`src/rtl/dff_bank_arbiter_if.sv`:
```
// Requester-side bus of the shared DFF bank arbiter: write requests and data
// in, grant/ack handshake and bank contents out.
interface dff_bank_arbiter_if #(
  parameter int NREQ  = 4,
  parameter int WIDTH = 8
);
  logic [NREQ-1:0]       req;
  logic [NREQ*WIDTH-1:0] wdata;
  logic                  clr_req;
  logic [NREQ-1:0]       gnt;
  logic [NREQ-1:0]       ack;
  logic [WIDTH-1:0]      q;
  logic [WIDTH-1:0]      qbar;
  logic                  busy;

  // Requesters (and the bench) drive requests, data and the clear command.
  modport master (
    output req, wdata, clr_req,
    input  gnt, ack, q, qbar, busy
  );

  // The arbiter owns the handshake outputs and the bank.
  modport slave (
    input  req, wdata, clr_req,
    output gnt, ack, q, qbar, busy
  );
endinterface

```
`src/rtl/dff_bank_arbiter.sv`:
```
// Round-robin arbiter/sequencer sharing one WIDTH-bit negative-edge register
// bank between NREQ requesters. Each write takes IDLE -> GRANT -> WRITE, a
// synchronous clear takes IDLE -> CLEAR, and clr (active-low) resets
// everything asynchronously, discarding any in-flight transaction.
module dff_bank_arbiter #(
  parameter int NREQ  = 4,
  parameter int WIDTH = 8
) (
  input  logic              clk,
  input  logic              clr,
  dff_bank_arbiter_if.slave bus
);

  localparam int IDXW = (NREQ > 1) ? $clog2(NREQ) : 1;

  typedef enum logic [1:0] {
    S_IDLE,
    S_GRANT,
    S_WRITE,
    S_CLEAR
  } state_t;

  state_t            state_q,  state_d;
  logic [NREQ-1:0]   gnt_q,    gnt_d;
  logic [NREQ-1:0]   ack_q,    ack_d;
  logic [WIDTH-1:0]  bank_q,   bank_d;
  logic [IDXW-1:0]   rr_ptr_q, rr_ptr_d;
  logic [IDXW-1:0]   winner_q, winner_d;

  logic              rr_found;
  logic [IDXW-1:0]   rr_idx;

  // (base + off) mod NREQ; NREQ need not be a power of two.
  function automatic logic [IDXW-1:0] wrap_add(input logic [IDXW-1:0] base,
                                               input int off);
    int sum;
    sum = int'(base) + off;
    if (sum >= NREQ) sum = sum - NREQ;
    return IDXW'(sum);
  endfunction

  // Round-robin pick: first active request scanning upward from rr_ptr.
  always_comb begin
    // NOTE: every always_comb output gets a default first, so no path can
    // leave it unassigned and infer a latch.
    rr_found = 1'b0;
    rr_idx   = rr_ptr_q;
    for (int k = 0; k < NREQ; k++) begin
      if (!rr_found && bus.req[wrap_add(rr_ptr_q, k)]) begin
        rr_found = 1'b1;
        rr_idx   = wrap_add(rr_ptr_q, k);
      end
    end
  end

  // Next-state and next-output logic of the sequencer.
  always_comb begin
    state_d  = state_q;
    gnt_d    = '0;
    ack_d    = '0;
    bank_d   = bank_q;
    rr_ptr_d = rr_ptr_q;
    winner_d = winner_q;

    unique case (state_q)
      S_IDLE: begin
        // The clear command outranks every write request.
        if (bus.clr_req) begin
          state_d = S_CLEAR;
        end else if (rr_found) begin
          winner_d = rr_idx;
          gnt_d    = NREQ'(1) << rr_idx;
          state_d  = S_GRANT;
        end
      end
      S_GRANT: begin
        if (bus.req[winner_q]) begin
          bank_d   = bus.wdata[winner_q*WIDTH +: WIDTH];
          ack_d    = NREQ'(1) << winner_q;
          rr_ptr_d = wrap_add(winner_q, 1);
          state_d  = S_WRITE;
        end else begin
          // Requester withdrew: abort without advancing the pointer, so it
          // keeps its turn.
          state_d = S_IDLE;
        end
      end
      S_WRITE: begin
        // Recovery cycle; clr_req is only honoured back in IDLE.
        state_d = S_IDLE;
      end
      S_CLEAR: begin
        bank_d  = '0;
        state_d = S_IDLE;
      end
      default: begin
        state_d = S_IDLE;
      end
    endcase
  end

  // State, handshake and bank registers; all update on the falling edge.
  always_ff @(negedge clk or negedge clr) begin
    if (!clr) begin
      state_q  <= S_IDLE;
      gnt_q    <= '0;
      ack_q    <= '0;
      bank_q   <= '0;
      rr_ptr_q <= '0;
      winner_q <= '0;
    end else begin
      // NOTE: non-blocking assignments so every flop samples pre-edge values.
      state_q  <= state_d;
      gnt_q    <= gnt_d;
      ack_q    <= ack_d;
      bank_q   <= bank_d;
      rr_ptr_q <= rr_ptr_d;
      winner_q <= winner_d;
    end
  end

  assign bus.gnt  = gnt_q;
  assign bus.ack  = ack_q;
  assign bus.q    = bank_q;
  assign bus.qbar = ~bank_q;
  assign bus.busy = (state_q != S_IDLE);

endmodule

```
`src/flat_wrapper.sv`:
```
// flat-port wrapper written by rule: the top's interface ports become plain ports
module dff_bank_arbiter_flat 
#(
  parameter int NREQ  = 4,
  parameter int WIDTH = 8
)
  (clk, clr, bus_req, bus_wdata, bus_clr_req, bus_gnt, bus_ack, bus_q, bus_qbar, bus_busy);
  dff_bank_arbiter_if #(.NREQ(NREQ), .WIDTH(WIDTH)) bus_i ();
  input  logic clk;
  input  logic clr;
  input wire logic [$bits(bus_i.req)-1:0] bus_req;
  input wire logic [$bits(bus_i.wdata)-1:0] bus_wdata;
  input wire logic [$bits(bus_i.clr_req)-1:0] bus_clr_req;
  output wire logic [$bits(bus_i.gnt)-1:0] bus_gnt;
  output wire logic [$bits(bus_i.ack)-1:0] bus_ack;
  output wire logic [$bits(bus_i.q)-1:0] bus_q;
  output wire logic [$bits(bus_i.qbar)-1:0] bus_qbar;
  output wire logic [$bits(bus_i.busy)-1:0] bus_busy;
  assign bus_i.req = bus_req;
  assign bus_i.wdata = bus_wdata;
  assign bus_i.clr_req = bus_clr_req;
  assign bus_gnt = bus_i.gnt;
  assign bus_ack = bus_i.ack;
  assign bus_q = bus_i.q;
  assign bus_qbar = bus_i.qbar;
  assign bus_busy = bus_i.busy;
  dff_bank_arbiter #(.NREQ(NREQ), .WIDTH(WIDTH)) u_core (.clk(clk), .clr(clr), .bus(bus_i));
endmodule
```
`config.mk`:
```
export PLATFORM = sky130hd
export DESIGN_NAME = dff_bank_arbiter_flat
export DESIGN_NICKNAME = d
export VERILOG_FILES = /design/src/rtl/dff_bank_arbiter_if.sv /design/src/rtl/dff_bank_arbiter.sv /design/src/flat_wrapper.sv
export SDC_FILE = /design/constraint.sdc
export NUM_CORES = 1
export LEC_CHECK = 0
export CAP_MARGIN = 15
export CORE_MARGIN = 1.5
export CORE_UTILIZATION = 43
export CTS_BUF_LIST = sky130_fd_sc_hd__clkbuf_4
export CTS_CLUSTER_SIZE = 25
export DETAILED_ROUTE_END_ITERATION = 8
export PLACE_DENSITY = 0.95
export SLEW_MARGIN = 20
export SYNTH_ARGS = -nofsm -noshare
export SYNTH_HDL_FRONTEND = slang
export SYNTH_SLANG_ARGS = --single-unit
```
`constraint.sdc`:
```
create_clock -name clk -period 3.05 [get_ports clk]
set_input_delay 0.61 -clock clk [delete_from_list [all_inputs] [get_ports clk]]
set_output_delay 0.61 -clock clk [all_outputs]
set_load 0.01 [all_outputs]
```
==> impl_metrics.sql, run 1 <==
INSERT INTO impl_metrics (metric_group, metric, value, unit) VALUES
('synth', 'synth_area_leader_cell', 'sky130_fd_sc_hd__dfrtn_1', ''),
('job', 'maxCapViolations', '0', ''),
('synth', 'synth_edf_count', '0', ''),
('synth', 'most_area_consuming_cells_after_synthesis', 'sky130_fd_sc_hd__dfrtn_1, sky130_fd_sc_hd__mux4_2, sky130_fd_sc_hd__inv_1', ''),
('synth', 'synth_xor_xnor_area_share', '0', '%'),
('global_routing', 'global_route.usage.total', '31.5', '%'),
('sta', 'worst_relative_slew_slack', '48.9', '%'),
('die', 'die_area', '3120', 'um^2'),
('worst_hold_path', 'timing.hold.worst_path_depth', '2', ''),
('worst_setup_path', 'crit_path_max_incr_delay', '0.37', 'ns'),
('worst_setup_path', 'setup.worst_path.start', 'u_core.state_q[1]', ''),
('pwr', 'power', '2.07', 'mW'),
('clock_network', 'cts_made_buffers', '3', ''),
('worst_setup_path', 'r2r_cell_count', '4', ''),
('pwr', 'power_density', '918', 'nW/um^2'),
('synth', 'ys_types', '27', ''),
('global_routing', 'grt_first_pass_wirelength', '7330', 'um'),
('die', 'die_w', '55.9', 'um'),
('worst_setup_path', 'crit_fanout', '2', ''),
('sta', 'setup_tns', '-0.722', 'ns'),
('global_routing', 'grt_pass1_vias', '1395', ''),
('synth', 'synth.ff_latch_count', '22', ''),
('layout', 'finalNetCount', '253', ''),
('outcome', 'violations', 'setup timing', ''),
('synth', 'yosys_warnings', '0', ''),
('sta', 'worst_clock_skew', '0.00497', 'ns'),
('routing', 'post_drt_via_cell_ratio', '5.90', ''),
('routing', 'vias', '1410', ''),
('die', 'die_h', '55.9', 'um'),
('pwr', 'power.leakage', '1.20', 'nW'),
('clock_network', 'cts_tree', 'yes', ''),
('layout', 'post_route_utilization', '87.6', '%'),
('global_routing', 'grt_max_degree', '23', ''),
('worst_setup_path', 'start_kind', 'register', ''),
('synth', 'synthSimpleGateAreaFrac', '12.1', '%'),
('worst_setup_path', 'critical_path.cell_chain', 'or2_1, buf_2', ''),
('placed_design', 'port_buffers', '63', ''),
('routing', 'postRouteAntennaNets', '0', ''),
('layout', 'layout-drive-gt1-share', '50.2', '%'),
('clock_network', 'path_clk_slew', '0.09', 'ns'),
('routing', 'post_drt_wl_per_cell', '22.7', 'um'),
('synth', 'adder_and_majority_gate_portion_of_the_synthesized_area', '4.17', '%'),
('worst_hold_path', 'min_from', 'u_core.state_q[1]', ''),
('clock_network', 'clock_sink_count', '22', ''),
('routing', 'totalWireLength', '5420', 'um'),
('routing', 'pre_repair_dr_iteration_count', '4', ''),
('worst_setup_path', 'crit_arrival', '2.65', 'ns'),
('layout', 'diodes', '0', ''),
('worst_hold_path', 'hp-class', 'register to register', ''),
('synth', 'seq_area_frac_synth', '45.8', '%'),
('sta', 'setup_viol', '18', ''),
('sta', 'max_slew.worst_pin.slew', '0.767', 'ns'),
('synth', 'synth_ff_type', 'sky130_fd_sc_hd__dfrtn_1', ''),
('clock_network', 'clock_tree.htree_level_count', '1', ''),
('synth', 'main_combinational_cell_family_by_area_after_synthesis', 'multiplexers', ''),
('worst_setup_path', 'worstPathRequired', '2.44', 'ns'),
('pwr', 'worst_ir_drop_vdd', '0.000905', 'V'),
('sta', 'setup_slack', '-0.210', 'ns'),
('sta', 'grt_setup_unrepaired', 'true', ''),
('die', 'top_level_ports', '64', ''),
('synth', 'synthArstFlopShare', '100', '%'),
('layout', 'area_growth', '87.3', '%'),
('routing', 'post-route-drc-count', '0', ''),
('synth', 'yosys.area.top_type_share', '45.8', '%'),
('sta', 'report.final.hold_viol_count', '0', ''),
('synth', 'synth.net_count', '149', ''),
('outcome', 'run_status', 'complete, but fails checks', ''),
('global_routing', 'grt_antenna_before_repair', '0', ''),
('worst_setup_path', 'crit_path_top_delay_cell', 'sky130_fd_sc_hd__dfrtn_1', ''),
('synth', 'synth-compound-area-share', '12.8', '%'),
('clock_network', 'worstSkewPairLatency', '0.31', 'ns');
-- cells in the mapped netlist, types with 3 or more instances --
master,count
sky130_fd_sc_hd__a21oi_1,9
sky130_fd_sc_hd__mux4_2,9
sky130_fd_sc_hd__o22ai_1,4
sky130_fd_sc_hd__nor2_1,7
sky130_fd_sc_hd__inv_1,14
sky130_fd_sc_hd__nand2_1,3
sky130_fd_sc_hd__ha_1,4
sky130_fd_sc_hd__a22o_1,4
sky130_fd_sc_hd__and2_1,5
sky130_fd_sc_hd__o21ai_0,4
sky130_fd_sc_hd__dfrtn_1,22
-- state kept, by name, indices dropped and copies added (netlist names) --
name and flops:
u_core.bus.ack 4, u_core.state_q 2, u_core.rr_ptr_q 2, u_core.bus.gnt 4, u_core.winner_q 2, u_core.bus.q 8
-- what timing repair did --
action | in CTS | in global routing
endpoints found under the setup margin | 46 | 31
resized for setup | 165 | 27
gates cloned | 1 | 0
setup buffers | 12 | 5
pin swaps | 16 | 11
hold buffers | 0 | 0
-- metrics by stage --
stage                     worst slack (ns)  std cells  hold WS, ns  area [um^2]
after floorplan                     -0.233        106        0.452         1230
after global placement              -0.625        217        0.516         2040
after detailed placement            -0.772        217        0.533         2040
after CTS                           -0.121        234        0.560         2140
after global routing                -0.220        239        0.591         2250
final                               -0.210        239        0.588         2250
-- report_power, final --
| part | internal, mW | total (mW) | leakage, nW | switching [mW] |
|---|---|---|---|---|
| Sequential | 0.404 | 0.563 | 0.283 | 0.159 |
| Combinational | 0.687 | 1.27 | 0.885 | 0.588 |
| Clock | 0.133 | 0.228 | 0.0279 | 0.0953 |
| Total | 1.22 | 2.07 | 1.20 | 0.843 |
-- placed cells by master, fill, tap and decap left out, types with 5 or more instances in the layout --
| master | synthesis | final |
|---|---|---|
| sky130_fd_sc_hd__buf_4 | 0 | 30 |
| sky130_fd_sc_hd__dlygate4sd2_1 | 0 | 23 |
| sky130_fd_sc_hd__dfrtn_1 | 22 | 22 |
| sky130_fd_sc_hd__buf_6 | 1 | 21 |
| sky130_fd_sc_hd__buf_2 | 1 | 16 |
| sky130_fd_sc_hd__inv_1 | 14 | 10 |
| sky130_fd_sc_hd__mux4_2 | 9 | 9 |
| sky130_fd_sc_hd__dlymetal6s2s_1 | 0 | 9 |
| sky130_fd_sc_hd__nor2_1 | 7 | 7 |
| sky130_fd_sc_hd__a21oi_2 | 0 | 5 |
-- worst max-delay path, delay by kind of cell, from the launching register on --
kind,cells,cell delay [ns]
AND/OR/NAND/NOR,1,0.29
flip-flops,1,0.37
buffers and inverters,1,0.16
-- logic make-up after synthesis --
family | after synthesis
and+or+nand+nor | 26
adders and majority gates | 4
DFF | 22
muxes | 11
AOI/OAI and AO/OA | 25
buffers and inverters | 18
-- routing by layer --
layer	up-vias	track usage (%)	share of wire, %
li1	585	-	-
met1	680	35.2	33
met3	35	4.42	7.6
met4	0	15.3	6.4
met5	-	0	0
met2	110	58.3	53
-- layout make-up --
type                       instances  area (um^2)
multi-input combinational         67          674
inverter                          15         58.8
sequential                        22          551
fill                             118          318
clock inverter                     1         30.0
timing repair buffer             101          876
tap                               30         37.5
clock buffer                       3         22.5
-- final timing paths --
| check | endpoint | slack [ns] |
|---|---|---|
| setup / recovery | bus_busy | -0.21 |
| hold / removal | u_core.bus.q[4] | 0.59 |
| setup reg to reg | u_core.bus.q[3] | 0.84 |
| hold reg to reg | u_core.bus.q[4] | 0.59 |
| max in group asynchronous | u_core.bus.ack[3] | 0.73 |
| min in group asynchronous | u_core.bus.q[5] | 2.05 |
Power figures use the tool's default switching activity.
==> run 2, diff against run 1 <==
--- a/config.mk
+++ b/config.mk
@@ -7,12 +7,11 @@
 export LEC_CHECK = 0
 export CAP_MARGIN = 15
 export CORE_MARGIN = 1.5
-export CORE_UTILIZATION = 43
-export CTS_BUF_LIST = sky130_fd_sc_hd__clkbuf_4
+export CORE_UTILIZATION = 25
 export CTS_CLUSTER_SIZE = 25
 export DETAILED_ROUTE_END_ITERATION = 8
-export PLACE_DENSITY = 0.95
-export SLEW_MARGIN = 20
+export PLACE_DENSITY = 0.65
+export SLEW_MARGIN = 15
 export SYNTH_ARGS = -nofsm -noshare
 export SYNTH_HDL_FRONTEND = slang
 export SYNTH_SLANG_ARGS = --single-unit
==> run 2 against run 1 <==
The flow still finishes with violations (setup timing). Register-to-register slack gained 0.35 ns. Global-route usage decreased by 18 points. Power is 13% lower. Worst hold slack worse by 0.042 ns. First-iteration DRC count fell by 65%. Final cell count is 8.4% higher. Utilization decreased by 41 points. Count of clock-buffer cells in the layout increased by 1. Clock power shrank 9.2%. Via count is 14% lower. Critical path depth unchanged. Final area fell by 2.6%. Highest routed layer unchanged.
==> impl_metrics.sql, run 2 (synthesis gave the netlist of run 1 again) <==
INSERT INTO impl_metrics (metric_group, metric, value, unit) VALUES
('worst_setup_path', 'crit_path_max_incr_delay', '0.34', 'ns'),
('die', 'die_h', '72.3', 'um'),
('pwr', 'power.leakage', '1.08', 'nW'),
('worst_setup_path', 'critPathKind', 'register to primary output', ''),
('die', 'die_w', '72.3', 'um'),
('outcome', 'run_status', 'complete, but fails checks', ''),
('placed_design', 'placedInstanceArea', '2090', 'um^2'),
('clock_network', 'cts_hold_buffers', '0', ''),
('sta', 'timing.final.max_slew_violations', '0', ''),
('routing', 'initial_drc_count', '35', ''),
('worst_setup_path', 'number_of_buffer_and_inverter_instances_along_the_worst_setup_path', '1', ''),
('clock_network', 'cts_made_buffers', '3', ''),
('global_routing', 'global_route.usage.total', '14.0', '%'),
('layout', 'area_growth', '82.4', '%'),
('sta', 'worst_clock_skew', '0.00436', 'ns'),
('worst_setup_path', 'crit_path_top_delay_cell', 'sky130_fd_sc_hd__dfrtn_1', ''),
('layout', 'largest_register_ffs', '8', ''),
('layout', 'post_route_utilization', '47.0', '%'),
('sta', 'grt_setup_unrepaired', 'true', ''),
('worst_setup_path', 'crit_fanout', '2', ''),
('placed_design', 'place_inst', '243', ''),
('layout', 'finish.cell_count_without_fillers', '259', ''),
('die', 'core_area', '4660', 'um^2'),
('pwr', 'power_density', '822', 'nW/um^2'),
('layout', 'fin_area', '2190', 'um^2'),
('routing', 'post_drt_via_cell_ratio', '4.69', ''),
('clock_network', 'clock-root-buffer', 'sky130_fd_sc_hd__clkbuf_8', ''),
('layout', 'diodes', '0', ''),
('clock_network', 'worstSkewPairLatency', '0.27', 'ns'),
('die', 'top_level_ports', '64', ''),
('placed_design', 'port_buffers', '63', ''),
('global_routing', 'grt_first_pass_wirelength', '5600', 'um'),
('clock_network', 'cts_buffer_depth', '2', ''),
('worst_hold_path', 'min_from', 'u_core.state_q[1]', ''),
('layout', 'final_cell_mix', 'sky130_fd_sc_hd__dlygate4sd2_1, sky130_fd_sc_hd__buf_4, sky130_fd_sc_hd__dfrtn_1, sky130_fd_sc_hd__buf_6, sky130_fd_sc_hd__inv_1', ''),
('worst_setup_path', 'start_kind', 'register', ''),
('worst_setup_path', 'crit_arrival', '2.51', 'ns'),
('sta', 'setup_tns', '-0.0853', 'ns'),
('clock_network', 'cts_tree', 'yes', ''),
('routing', 'post-route-drc-count', '0', ''),
('layout', 'filler_cell_count', '466', ''),
('routing', 'pre_repair_dr_iteration_count', '4', ''),
('routing', 'totalWireLength', '3650', 'um'),
('layout', 'finalNetCount', '249', ''),
('routing', 'vias', '1214', ''),
('placed_design', 'place_congestion', '0.811', ''),
('global_routing', 'grt_antenna_before_repair', '0', ''),
('worst_setup_path', 'worstPathRequired', '2.44', 'ns'),
('worst_setup_path', 'path_delay_family', 'flip-flops', ''),
('sta', 'report.final.hold_viol_count', '0', ''),
('global_routing', 'grt_pass1_vias', '1147', ''),
('routing', 'post_drt_wl_per_cell', '14.1', 'um'),
('sta', 'worst_relative_slew_slack', '61.7', '%'),
('clock_network', 'clock_sink_count', '22', ''),
('layout', 'final_common_cell', 'sky130_fd_sc_hd__dlygate4sd2_1', ''),
('global_routing', 'grt_max_degree', '23', ''),
('worst_setup_path', 'setup.worst_path.start', 'u_core.state_q[0]', ''),
('clock_network', 'clock_tree.htree_level_count', '1', ''),
('global_routing', 'gr-total-overflow', '0', ''),
('layout', 'layout-drive-gt1-share', '43.4', '%'),
('placed_design', 'dp_slack', '-0.754', 'ns'),
('clock_network', 'path_clk_slew', '0.06', 'ns'),
('sta', 'max_slew.worst_pin.slew', '0.575', 'ns'),
('routing', 'postRouteAntennaNets', '0', ''),
('worst_hold_path', 'hp-class', 'register to register', ''),
('sta', 'setup_viol', '2', ''),
('job', 'maxCapViolations', '0', ''),
('placed_design', 'final_hpwl_dp', '2680', 'um'),
('die', 'initial_core_util', '25.8', '%'),
('sta', 'min_hold_slack', '0.546', 'ns'),
('pwr', 'worst_ir_drop_vdd', '0.000265', 'V'),
('die', 'placement_rows', '25', ''),
('worst_setup_path', 'rr_startpoint', 'u_core.winner_q[0]', ''),
('worst_setup_path', 'worstSetupEndpointType', 'primary output', ''),
('sta', 'setup_slack', '-0.0731', 'ns'),
('worst_setup_path', 'critical_path.cell_chain', 'or2_1, buf_2', ''),
('pwr', 'power', '1.80', 'mW'),
('die', 'die_area', '5230', 'um^2'),
('outcome', 'violations', 'setup timing', '');
-- run 2: cell types whose count changed in the layout (fill, tap and decap cells not counted), sizes merged --
cell           previous run  this run
buf                      67        55
bufinv                    1         0
clkbuf                    3        10
dlygate4sd2              23        29
dlymetal6s2s              9         0
clkdlybuf4s15             0         3
clkdlybuf4s50             2         4
-- run 2: cell type report --
| type | count | area, um^2 | share of cell area (%) |
|---|---|---|---|
| repair buffers | 97 | 821 | 37.5 |
| multi-input cells | 67 | 638 | 29.1 |
| flip-flops and latches | 22 | 551 | 25.1 |
| well taps | 54 | 67.6 | 3.08 |
| inverters | 15 | 58.8 | 2.68 |
| clock buffers | 4 | 55.1 | 2.51 |
-- run 2: final timing paths --
check | to | slack, ns | depth (start not counted)
min reg2reg | u_core.state_q[1] | 0.55 | 2
min | u_core.state_q[1] | 0.55 | 2
max | bus_busy | -0.07 | 2
max in group asynchronous | u_core.rr_ptr_q[1] | 0.77 | 2
min in group asynchronous | u_core.bus.q[6] | 2.11 | 2
max reg2reg | u_core.bus.q[7] | 1.19 | 4
-- run 2: routing by layer --
metal	wire length [um]	global-route usage (%)	vias to the layer above
li1	-	-	577
met1	1490	17.5	591
met2	1830	24.1	44
met3	316	3.89	2
met4	14	3.14	0
met5	0	0	-
-- run 2: report_power, final --
| part | leakage [nW] | total [mW] | switching, mW | internal [mW] |
|---|---|---|---|---|
| Combinational | 0.769 | 1.07 | 0.469 | 0.606 |
| Clock | 0.0288 | 0.207 | 0.0919 | 0.115 |
| Sequential | 0.283 | 0.520 | 0.116 | 0.404 |
-- run 2: repair_timing --
action | 4_1_cts | 5_1_grt
setup endpoints to repair | 47 | 26
pin swaps | 15 | 4
gates resized for setup | 149 | 18
cloned | 1 | 0
endpoints found under the hold margin | 0 | 0
buffers inserted | 7 | 4
-- run 2: worst min-delay path: stages (launching register included) --
cell and delay (ns):
sky130_fd_sc_hd__dfrtn_1 0.35, sky130_fd_sc_hd__buf_4 0.18, sky130_fd_sc_hd__nor2_1 0.10
